[config.mk]
export PLATFORM = sky130hd
export DESIGN_NAME = microbot_maneuver_sequencer
export DESIGN_NICKNAME = d
export VERILOG_FILES = /design/src/rtl/microbot_pkg.sv /design/src/rtl/microbot_sensor_debounce.sv /design/src/rtl/microbot_maneuver_sequencer.sv
export SDC_FILE = /design/constraint.sdc
export NUM_CORES = 1
export LEC_CHECK = 0
export CAP_MARGIN = 20
export CORE_MARGIN = 2
export CORE_UTILIZATION = 51
export DETAILED_ROUTE_END_ITERATION = 8
export PLACE_DENSITY = 0.73
export SLEW_MARGIN = 30
export SYNTH_ARGS = -nofsm -noshare
export SYNTH_HDL_FRONTEND = slang
export SYNTH_HIERARCHICAL = 1
export SYNTH_SLANG_ARGS = --single-unit
export TNS_END_PERCENT = 30
[constraint.sdc]
create_clock -name clk -period 2 [get_ports clk]
set_input_delay 0.3 -clock clk [delete_from_list [all_inputs] [get_ports clk]]
set_output_delay 0.3 -clock clk [all_outputs]
set_load 0.03 [all_outputs]
[src/rtl/microbot_pkg.sv]
// Shared types for the microbot maneuver sequencer: state encoding and H-bridge motor nibbles.
package microbot_pkg;

    typedef enum logic [2:0] {
        S_IDLE     = 3'd0,
        S_FORWARD  = 3'd1,
        S_DEADTIME = 3'd2,
        S_BACKUP   = 3'd3,
        S_TURN_L   = 3'd4,
        S_TURN_R   = 3'd5,
        S_FAULT    = 3'd6
    } state_t;

    // Nibble order {motorA_d, motorA_i, motorB_d, motorB_i}
    localparam logic [3:0] MOT_OFF = 4'b0000;
    localparam logic [3:0] MOT_FWD = 4'b1010;
    localparam logic [3:0] MOT_REV = 4'b0101;
    localparam logic [3:0] MOT_TR  = 4'b1001;
    localparam logic [3:0] MOT_TL  = 4'b0110;

    function automatic logic [3:0] motor_code(input state_t s);
        case (s)
            S_FORWARD: motor_code = MOT_FWD;
            S_BACKUP:  motor_code = MOT_REV;
            S_TURN_R:  motor_code = MOT_TR;
            S_TURN_L:  motor_code = MOT_TL;
            default:   motor_code = MOT_OFF;
        endcase
    endfunction

endpackage

[src/rtl/microbot_sensor_debounce.sv]
// Two-flop synchronizer followed by a consecutive-sample debouncer for one raw sensor pin.
module microbot_sensor_debounce #(
    parameter int DEBOUNCE_CYCLES = 4
) (
    input  logic clk,
    input  logic reset,
    input  logic raw,
    output logic db
);

    localparam int CW = $clog2(DEBOUNCE_CYCLES + 1);

    logic          sync_p0;
    logic          sync_p1;
    logic [CW-1:0] cnt;

    always_ff @(posedge clk) begin
        if (reset) begin
            sync_p0 <= 1'b0;
            sync_p1 <= 1'b0;
            cnt     <= '0;
            db      <= 1'b0;
        end else begin
            sync_p0 <= raw;
            sync_p1 <= sync_p0;
            // Any sample agreeing with the current output restarts the count
            if (sync_p1 == db) begin
                cnt <= '0;
            end else if (cnt == CW'(DEBOUNCE_CYCLES - 1)) begin
                db  <= sync_p1;
                cnt <= '0;
            end else begin
                cnt <= cnt + CW'(1);
            end
        end
    end

endmodule

[src/rtl/microbot_maneuver_sequencer.sv]
// Timed maneuver FSM driving the H-bridge nibble: forward, back-off, turn, with dead-time
// between drive directions and a retry limit that latches a fault when boxed in.
module microbot_maneuver_sequencer
    import microbot_pkg::*;
#(
    parameter int DEBOUNCE_CYCLES = 4,
    parameter int DEADTIME_CYCLES = 8,
    parameter int BACKUP_CYCLES   = 64,
    parameter int TURN_CYCLES     = 32,
    parameter int PROGRESS_CYCLES = 16,
    parameter int MAX_RETRIES     = 3,
    parameter int CNT_W           = 8
) (
    input  logic       clk,
    input  logic       reset,
    input  logic       enable,
    input  logic       f_sensor,
    input  logic       l_sensor,
    input  logic       r_sensor,
    output logic [3:0] motors,
    output logic [2:0] state_o,
    output logic       fault,
    output logic [1:0] retry_cnt
);

    localparam logic [CNT_W-1:0] DT_LAST   = CNT_W'(DEADTIME_CYCLES - 1);
    localparam logic [CNT_W-1:0] BK_LAST   = CNT_W'(BACKUP_CYCLES - 1);
    localparam logic [CNT_W-1:0] TURN_LAST = CNT_W'(TURN_CYCLES - 1);
    localparam logic [CNT_W-1:0] PROG_LAST = CNT_W'(PROGRESS_CYCLES - 1);
    localparam logic [1:0]       RETRY_MAX = 2'(MAX_RETRIES);

    logic f_db, l_db, r_db;

    microbot_sensor_debounce #(.DEBOUNCE_CYCLES(DEBOUNCE_CYCLES)) u_db_f (
        .clk(clk), .reset(reset), .raw(f_sensor), .db(f_db)
    );
    microbot_sensor_debounce #(.DEBOUNCE_CYCLES(DEBOUNCE_CYCLES)) u_db_l (
        .clk(clk), .reset(reset), .raw(l_sensor), .db(l_db)
    );
    microbot_sensor_debounce #(.DEBOUNCE_CYCLES(DEBOUNCE_CYCLES)) u_db_r (
        .clk(clk), .reset(reset), .raw(r_sensor), .db(r_db)
    );

    state_t             state, state_n;
    state_t             pending, pending_n;
    logic [CNT_W-1:0]   dwell, dwell_n;
    logic [1:0]         retry_n;
    logic [1:0]         retry_inc;
    state_t             backup_target;

    // Entering BACKUP consumes a retry; the attempt that reaches the limit faults instead
    assign retry_inc     = (retry_cnt == RETRY_MAX) ? retry_cnt : retry_cnt + 2'd1;
    assign backup_target = (retry_inc == RETRY_MAX) ? S_FAULT : S_BACKUP;

    always_comb begin
        state_n   = state;
        pending_n = pending;
        retry_n   = retry_cnt;
        if (state == S_FAULT) begin
            if (!enable) begin
                state_n = S_IDLE;
                retry_n = '0;
            end
        end else if (!enable) begin
            state_n   = S_IDLE;
            pending_n = S_IDLE;
        end else begin
            case (state)
                S_IDLE: begin
                    if (f_db) begin
                        state_n = backup_target;
                        retry_n = retry_inc;
                    end else begin
                        state_n = S_FORWARD;
                    end
                end
                S_FORWARD: begin
                    if (f_db) begin
                        state_n   = S_DEADTIME;
                        pending_n = S_BACKUP;
                    end else if (dwell == PROG_LAST) begin
                        retry_n = '0;
                    end
                end
                S_BACKUP: begin
                    if (dwell == BK_LAST) begin
                        state_n   = S_DEADTIME;
                        pending_n = (!l_db && r_db) ? S_TURN_L : S_TURN_R;
                    end
                end
                S_TURN_L, S_TURN_R: begin
                    if (dwell == TURN_LAST) begin
                        state_n   = S_DEADTIME;
                        pending_n = S_FORWARD;
                    end
                end
                S_DEADTIME: begin
                    if (dwell == DT_LAST) begin
                        if (pending == S_BACKUP) begin
                            state_n = backup_target;
                            retry_n = retry_inc;
                        end else begin
                            state_n = pending;
                        end
                    end
                end
                default: state_n = S_IDLE;
            endcase
        end

        // Dwell restarts on every state change and saturates while a state is held
        if ((state_n != state) || !enable) begin
            dwell_n = '0;
        end else if (dwell != '1) begin
            dwell_n = dwell + CNT_W'(1);
        end else begin
            dwell_n = dwell;
        end
    end

    always_ff @(posedge clk) begin
        if (reset) begin
            state     <= S_IDLE;
            pending   <= S_IDLE;
            dwell     <= '0;
            retry_cnt <= '0;
            motors    <= MOT_OFF;
            fault     <= 1'b0;
        end else begin
            state     <= state_n;
            pending   <= pending_n;
            dwell     <= dwell_n;
            retry_cnt <= retry_n;
            motors    <= motor_code(state_n);
            fault     <= (state_n == S_FAULT);
        end
    end

    assign state_o = state;

endmodule

**Word level (Yosys, flattened, before mapping)**

Index checks and enable logic that the tools add are counted.
Widths: inputs -> output; s select.

- Bits in registers: 39
- Bits in latches: 0
- Bits in writable memories: 0
- ROM bits: 0
- Input port bits: 6
- Output and inout bits: 10
- Memories kept: 0

- Add/subtract/negate cells: 5
- Multipliers: 0
- Divide/modulo/power cells: 0
- Order comparisons: 0
- Eq/ne operators: 36
- Shift-type cells: 0
- Muxes and demuxes: 28
- Bitwise operators: 4
- Reduce and logical (&&, ||, !) cells: 17

Operators with widths:

| kind | count |
|---|---|
| $mux 3 | 14 |
| $eq 3x2->1 const B | 7 |
| $eq 3x3->1 const B | 6 |
| $mux 2 | 9 |
| $ne 3x3->1 const B | 6 |
| $pmux 4 s4 | 1 |
| $pmux 3 s5 | 1 |
| $add 3x1->3 const B | 3 |
| $pmux 3 s3 | 1 |
| $reduce_or 3->1 | 3 |
| $add 8x1->8 const B | 1 |
| $eq 8x3->1 const B | 1 |
| $eq 8x4->1 const B | 1 |
| $eq 8x5->1 const B | 1 |
| $eq 8x6->1 const B | 1 |
| $ne 8x8->1 const B | 1 |
| $reduce_and 8->1 | 1 |
| $eq 3x1->1 const B | 2 |
| $ne 3x2->1 const B | 2 |
| $pmux 2 s3 | 1 |
| $reduce_and 2->1 | 3 |
| $reduce_and 5->1 | 1 |
| $eq 2x2->1 const B | 2 |
| $ne 4x1->1 const B | 1 |
| other kinds (13) | 20 |

**Longest topological paths before layout**

- Depth after elaboration: 12
- Gate-level depth with buffers: 8
- Depth with buffers taken out: 7

**Cells and area by module**

Netlist, hierarchy kept.

By module, submodules not included:

| module | instances | cells each | area each (µm²) | seq. area each (µm²) |
|---|---|---|---|---|
| microbot_maneuver_sequencer | 1 | 164 | 1,291.2 | 420.4 |
| microbot_sensor_debounce | 3 | 17 | 211.5 | 120.1 |

**Least setup slack after synthesis**

No wires, ideal clock.

- Path type: register -> register
- Start point: register dwell[0]
- End point: register dwell[2]
- Library setup time: 73 ps
- Arrival: 2,073 ps
- Slack: -146 ps
- Cell stages (with the launch flop): 8
- Period minus slack after synthesis: 2,146 ps
- Cells stage by stage: dfxtp_1 -> ha_1 -> and3_1 -> a31oi_1 -> nor3_1 -> or4_1 -> a211o_1 -> nor3_2

- Cells in the longest elaborated chain, start to end: 8
- Elaborated cells between the ends (all ways): 14
- Classes of those cells: add/sub (1); eq/ne (5); mux (6); reduce/logical (2)

Ends and longest elaborated chain:

| what | line | source |
|---|---|---|
| from (decl) | microbot_maneuver_sequencer.sv:46 | `logic [CNT_W-1:0] dwell, dwell_n;` |
| from (signal assigned) | microbot_maneuver_sequencer.sv:132 | `dwell <= dwell_n;` |
| $eq 8x3->1 (tied with other cells) | microbot_maneuver_sequencer.sv:98 | `if (dwell == DT_LAST) begin` |
| $mux 3 (on tied branches) | microbot_maneuver_sequencer.sv:98, microbot_maneuver_sequencer.sv:86, microbot_maneuver_sequencer.sv:92 |  |
| $pmux 3 s5 | microbot_maneuver_sequencer.sv:68 | `case (state)` |
| $mux 3 | microbot_maneuver_sequencer.sv:64 | `end else if (!enable) begin` |
| $mux 3 | microbot_maneuver_sequencer.sv:59 | `if (state == S_FAULT) begin` |
| $ne 3x3->1 | microbot_maneuver_sequencer.sv:112 | `if ((state_n != state) \|\| !enable) begin` |
| $logic_or 1x1->1 | microbot_maneuver_sequencer.sv:112 |  |
| $reduce_or 2->1 (no line) | -- |  |

Several ways; a longest one is shown, not always the timed one.
A chain may end at the register's enable or synchronous reset.

**Worst setup path after layout**

- Start point: register dwell[4]
- End point: register motors[2]

- Cells in the longest elaborated chain, start to end: 7
- Elaborated cells between the ends (all ways): 14
- Classes of those cells: eq/ne (7); mux (7)

Ends and longest elaborated chain:

| what | line | source |
|---|---|---|
| $eq 8x3->1 (tied with other cells) | microbot_maneuver_sequencer.sv:98 |  |
| $mux 3 (on tied branches) | microbot_maneuver_sequencer.sv:98, microbot_maneuver_sequencer.sv:86, microbot_maneuver_sequencer.sv:92 |  |
| $pmux 3 s5 * | microbot_maneuver_sequencer.sv:68 |  |
| $mux 3 * | microbot_maneuver_sequencer.sv:64 |  |
| $mux 3 * | microbot_maneuver_sequencer.sv:59 |  |
| $eq 3x3->1 (tied with other cells) | microbot_pkg.sv:22 | `case (s)` |
| $pmux 4 s4 * | microbot_pkg.sv:22 |  |
| to (signal assigned) | microbot_maneuver_sequencer.sv:134 | `motors <= motor_code(state_n);` |
| to (decl) | microbot_maneuver_sequencer.sv:20 | `output logic [3:0] motors,` |

Mark *: on every way between the ends. The rest lies on a longest branch, timed or not.

==> Flow_metrics.wiki <==
{| class="wikitable"
! Metric !! Value
|-
| Area of the die || 0.00428 sq mm
|-
| Vias per std cell || 5.52
|-
| Measured slew at the worst slew-check pin || 0.426 ns
|-
| Total leakage power || 0.967 nW
|-
| Cell area after synthesis || 0.00193 sq mm
|-
| Clk slew on worst S/H paths || 0.08 ns
|-
| Number of max-cap violations || 0
|-
| Xor-xnor portion of the synthesized cell area || 3.18%
|-
| Largest fanout on the critical path || 7
|-
| DRC errors left || 0
|-
| Total of warnings raised by yosys || 6
|-
| Dominant combinational cell family by area after synthesis || simple AND/OR/NAND/NOR gates
|-
| Buffer levels on the longest clock path || 2
|-
| Kind of end point of the critical path || flip-flop
|-
| Top achievable clock speed || 490 MHz
|-
| Initial core utilization || 53.0%
|-
| Cells along the critical path || or4_4, nor4b_2, o32a_2, o311ai_1, mux2_2, nor2_1
|-
| Clock insertion delay at the later pin of the skew report || 0.30 ns
|-
| RSZ-0062 raised after global routing || true
|-
| Layout fillers || 300
|-
| Top cell family by delay on the critical path || simple AND/OR/NAND/NOR gates
|-
| Clock buffer count from CTS || 5
|-
| Final critical-path share of the clock period || 102%
|-
| Synth area leaders || dfxtp_1, nor2_1, ha_1
|-
| Via count of the first global-routing pass || 1738
|-
| Diode insertion count for antenna repair || 0
|-
| Post-Place Cell Area || 0.00245 sq mm
|-
| Combined buffer and inverter count along the critical path || 0
|-
| Gate Count Post-Synth || 215
|-
| Finish-stage setup viols || 1
|-
| Compound-gate portion of the synthesized area || 13.5%
|-
| Top-level I/O count || 16
|-
| PD cells || 548 mW/mm^2
|-
| Routed wire per std cell || 13.8 um
|-
| Post-layout total power || 1.45 mW
|-
| Slowest CP cell || or4_4
|-
| DRC marker count from the first detailed-route iteration || 133
|-
| Cell type contributing the most total cell area after synthesis || dfxtp_1
|-
| Post-synth ARST share || 0%
|-
| Final Hold Fails || 0
|-
| Number of slew-limit violations in the final report || 0
|-
| Result of the run || finished, violations left
|-
| Wire length of the first global-routing pass || 7450 um
|-
| Hold bufs inserted after CTS || 0
|-
| Site Rows || 22
|-
| Area share of fa/ha/maj cells after synthesis || 4.55%
|-
| Core ar. || 0.00363 sq mm
|-
| Final std cell area, no fill || 0.00264 sq mm
|-
| Layout area overhead || 36.9%
|-
| Worst slew slack as a fraction of its limit || 71.4%
|-
| Remaining antenna violation count || 0
|-
| Final-stage net count || 286
|-
| H-Tree Depth || 2
|-
| Clock Root Buffer || clkbuf_8
|-
| Half-perimeter wire length of the detailed placement result || 3290 um
|-
| Initial antenna violation count || 0
|-
| Total wire length || 4450 um
|-
| Last weighted congestion value of the routability-driven placer || 0.889
|-
| Largest stage delay, worst path || 0.62 ns
|-
| Critical path class || reg -> reg
|-
| CP Data Arrival Time || 2.28 ns
|-
| Die span in y || 65.4 um
|-
| Total congestion overflow after global routing || 0
|-
| Mean instance size in the synthesized netlist || 8.96 sq um
|-
| Worst R2R Setup Slack || -0.04 ns
|-
| Final setup slack of the worst path || -0.0415 ns
|-
| Most frequently used flop master after synthesis || dfxtp_1
|-
| Pin count of the biggest net entering global routing || 29
|-
| Total area of sequential cells || 790 sq um
|-
| Final cell utilization of the core || 72.6%
|-
| Count of buffers inserted at the top-level ports || 15
|-
| Number of flip-flops and latches in the synthesized netlist || 39
|-
| Detailed-route via count || 1776
|-
| Clock tree from TritonCTS || built
|-
| Synthesized Nets || 228
|-
| VDD IR max || 0.000353 V
|-
| Sequential element share of the synthesized area || 40.5%
|-
| Share of the synthesized area in the top cell type || 40.5%
|-
| Post-synth EDFFs || 0
|-
| Critical path launch point type || flip-flop
|-
| Req. time, crit path || 2.23 ns
|-
| Share of cell area taken by muxes after synthesis || 4.22%
|-
| Failing checks || negative setup slack
|-
| Total clock sinks || 39
|-
| Basic-gate share of the synthesized area counting and, or, nand and nor cells || 30.1%
|-
| Floorplan die width || 65.4 um
|-
| Fraction of layout instances using a drive strength above 1 || 30.3%
|-
| Distinct cells, synth || 51
|-
| Worst Skew || 0.00723 ns
|-
| Worst min-delay path category || reg -> reg
|-
| Area occupied by multi-input gates || 0.00117 sq mm
|-
| Pre-antenna DRT Iters || 4
|-
| All-Layer GR Usage || 22.7%
|-
| Time the worst path needs with I/O delays and setup || 2.04 ns
|}
-- routing by layer --
metal / vias up / track usage (%) / routed length [um]
li1: 894 / - / -
met2: 49 / 39.7 / 2180
met4: 0 / 10.7 / 148
met3: 20 / 6.85 / 223
met5: - / 0 / 0
met1: 813 / 25.2 / 1900
-- registers in the layout (all words and copies together) (netlist names), 2 cells and up --
| register | cells |
|---|---|
| dwell | 8 |
| u_db_l/cnt | 3 |
| motors | 4 |
| u_db_r/cnt | 3 |
| u_db_f/cnt | 3 |
| state_o | 3 |
| retry_cnt | 2 |
| pending | 3 |
-- Yosys cell counts, drive strengths merged (2+ instances only) --
| cell | count |
|---|---|
| a211oi | 2 |
| a21oi | 7 |
| a31oi | 3 |
| and2 | 2 |
| and3 | 3 |
| buf | 3 |
| clkbuf | 6 |
| dfxtp | 39 |
| ha | 7 |
| inv | 10 |
| mux2i | 7 |
| nand2 | 14 |
| nand2b | 4 |
| nand3 | 5 |
| nand3b | 2 |
| nand4 | 3 |
| nor2 | 30 |
| nor2b | 7 |
| nor3 | 3 |
| nor4 | 12 |
| nor4b | 7 |
| o21ai | 9 |
| o21bai | 3 |
| o311ai | 2 |
| o31ai | 2 |
| or4 | 2 |
| xnor2 | 5 |
| xor2 | 2 |
-- metrics by stage --
stage	worst slack, ns	hold WS [ns]	setup TNS, ns	std cells
5_1_grt	-0.162	0.456	-0.345	322
6_report	-0.0415	0.433	-0.0415	322
3_3_place_gp	-0.119	0.416	-0.848	313
3_5_place_dp	-0.181	0.423	-1.30	313
4_1_cts	-0.00464	0.434	-0.00464	322
2_1_floorplan	0.0127	0.372	0	215
-- layout make-up --
type | count | share of cell area (%)
Clock buffer | 5 | 2.61
Clock inverter | 3 | 0.759
Inverter | 10 | 1.42
Multi-Input combinational cell | 157 | 44.3
Sequential cell | 39 | 29.9
Tap cell | 48 | 2.28
Timing Repair Buffer | 60 | 18.7
-- cell usage in the layout, fill, tap and decap left out, drive strengths merged, types with 4 or more instances in the layout --
cell            n
buf            45
dfxtp          39
nor2           30
clkdlybuf4s50  15
nand2          14
nor4           12
inv            10
o21ai           9
a21oi           7
nor2b           7
mux2i           7
ha              7
nor4b           7
nand3           5
xnor2           5
clkbuf          5
nand2b          4
-- power by group --
| group | leakage, nW | total (mW) | switching, mW | internal [mW] |
|---|---|---|---|---|
| logic | 0.607 | 0.113 | 0.0565 | 0.0561 |
| registers | 0.320 | 0.802 | 0.0105 | 0.791 |
| clock network | 0.0402 | 0.532 | 0.289 | 0.243 |
| total | 0.967 | 1.45 | 0.356 | 1.09 |
-- logic make-up (layout without fill, tap and decap cells) --
| logic type | Yosys count | count (layout) |
|---|---|---|
| flip-flops | 39 | 39 |
| multiplexers | 8 | 8 |
| XOR/XNOR | 7 | 7 |
| adder cells (fa/ha/maj) | 7 | 7 |
| buffers and inverters | 19 | 78 |
| AND/OR/NAND/NOR | 98 | 98 |
| AO/OA/AOI/OAI | 37 | 37 |
-- worst paths after layout --
check | start | end | cells after the start
min | u_db_l/cnt[0] | u_db_l/cnt[0] | 1
min reg2reg | u_db_l/cnt[0] | u_db_l/cnt[0] | 1
max | dwell[4] | motors[2] | 6
max reg2reg | dwell[4] | motors[2] | 6
-- timing repair --
item / in CTS / in global routing
setup buffers: 2 / 0
pin swaps: 5 / 4
setup endpoints to repair: 13 / 12
gates resized for setup: 16 / 1
Power figures use the tool's default switching activity.
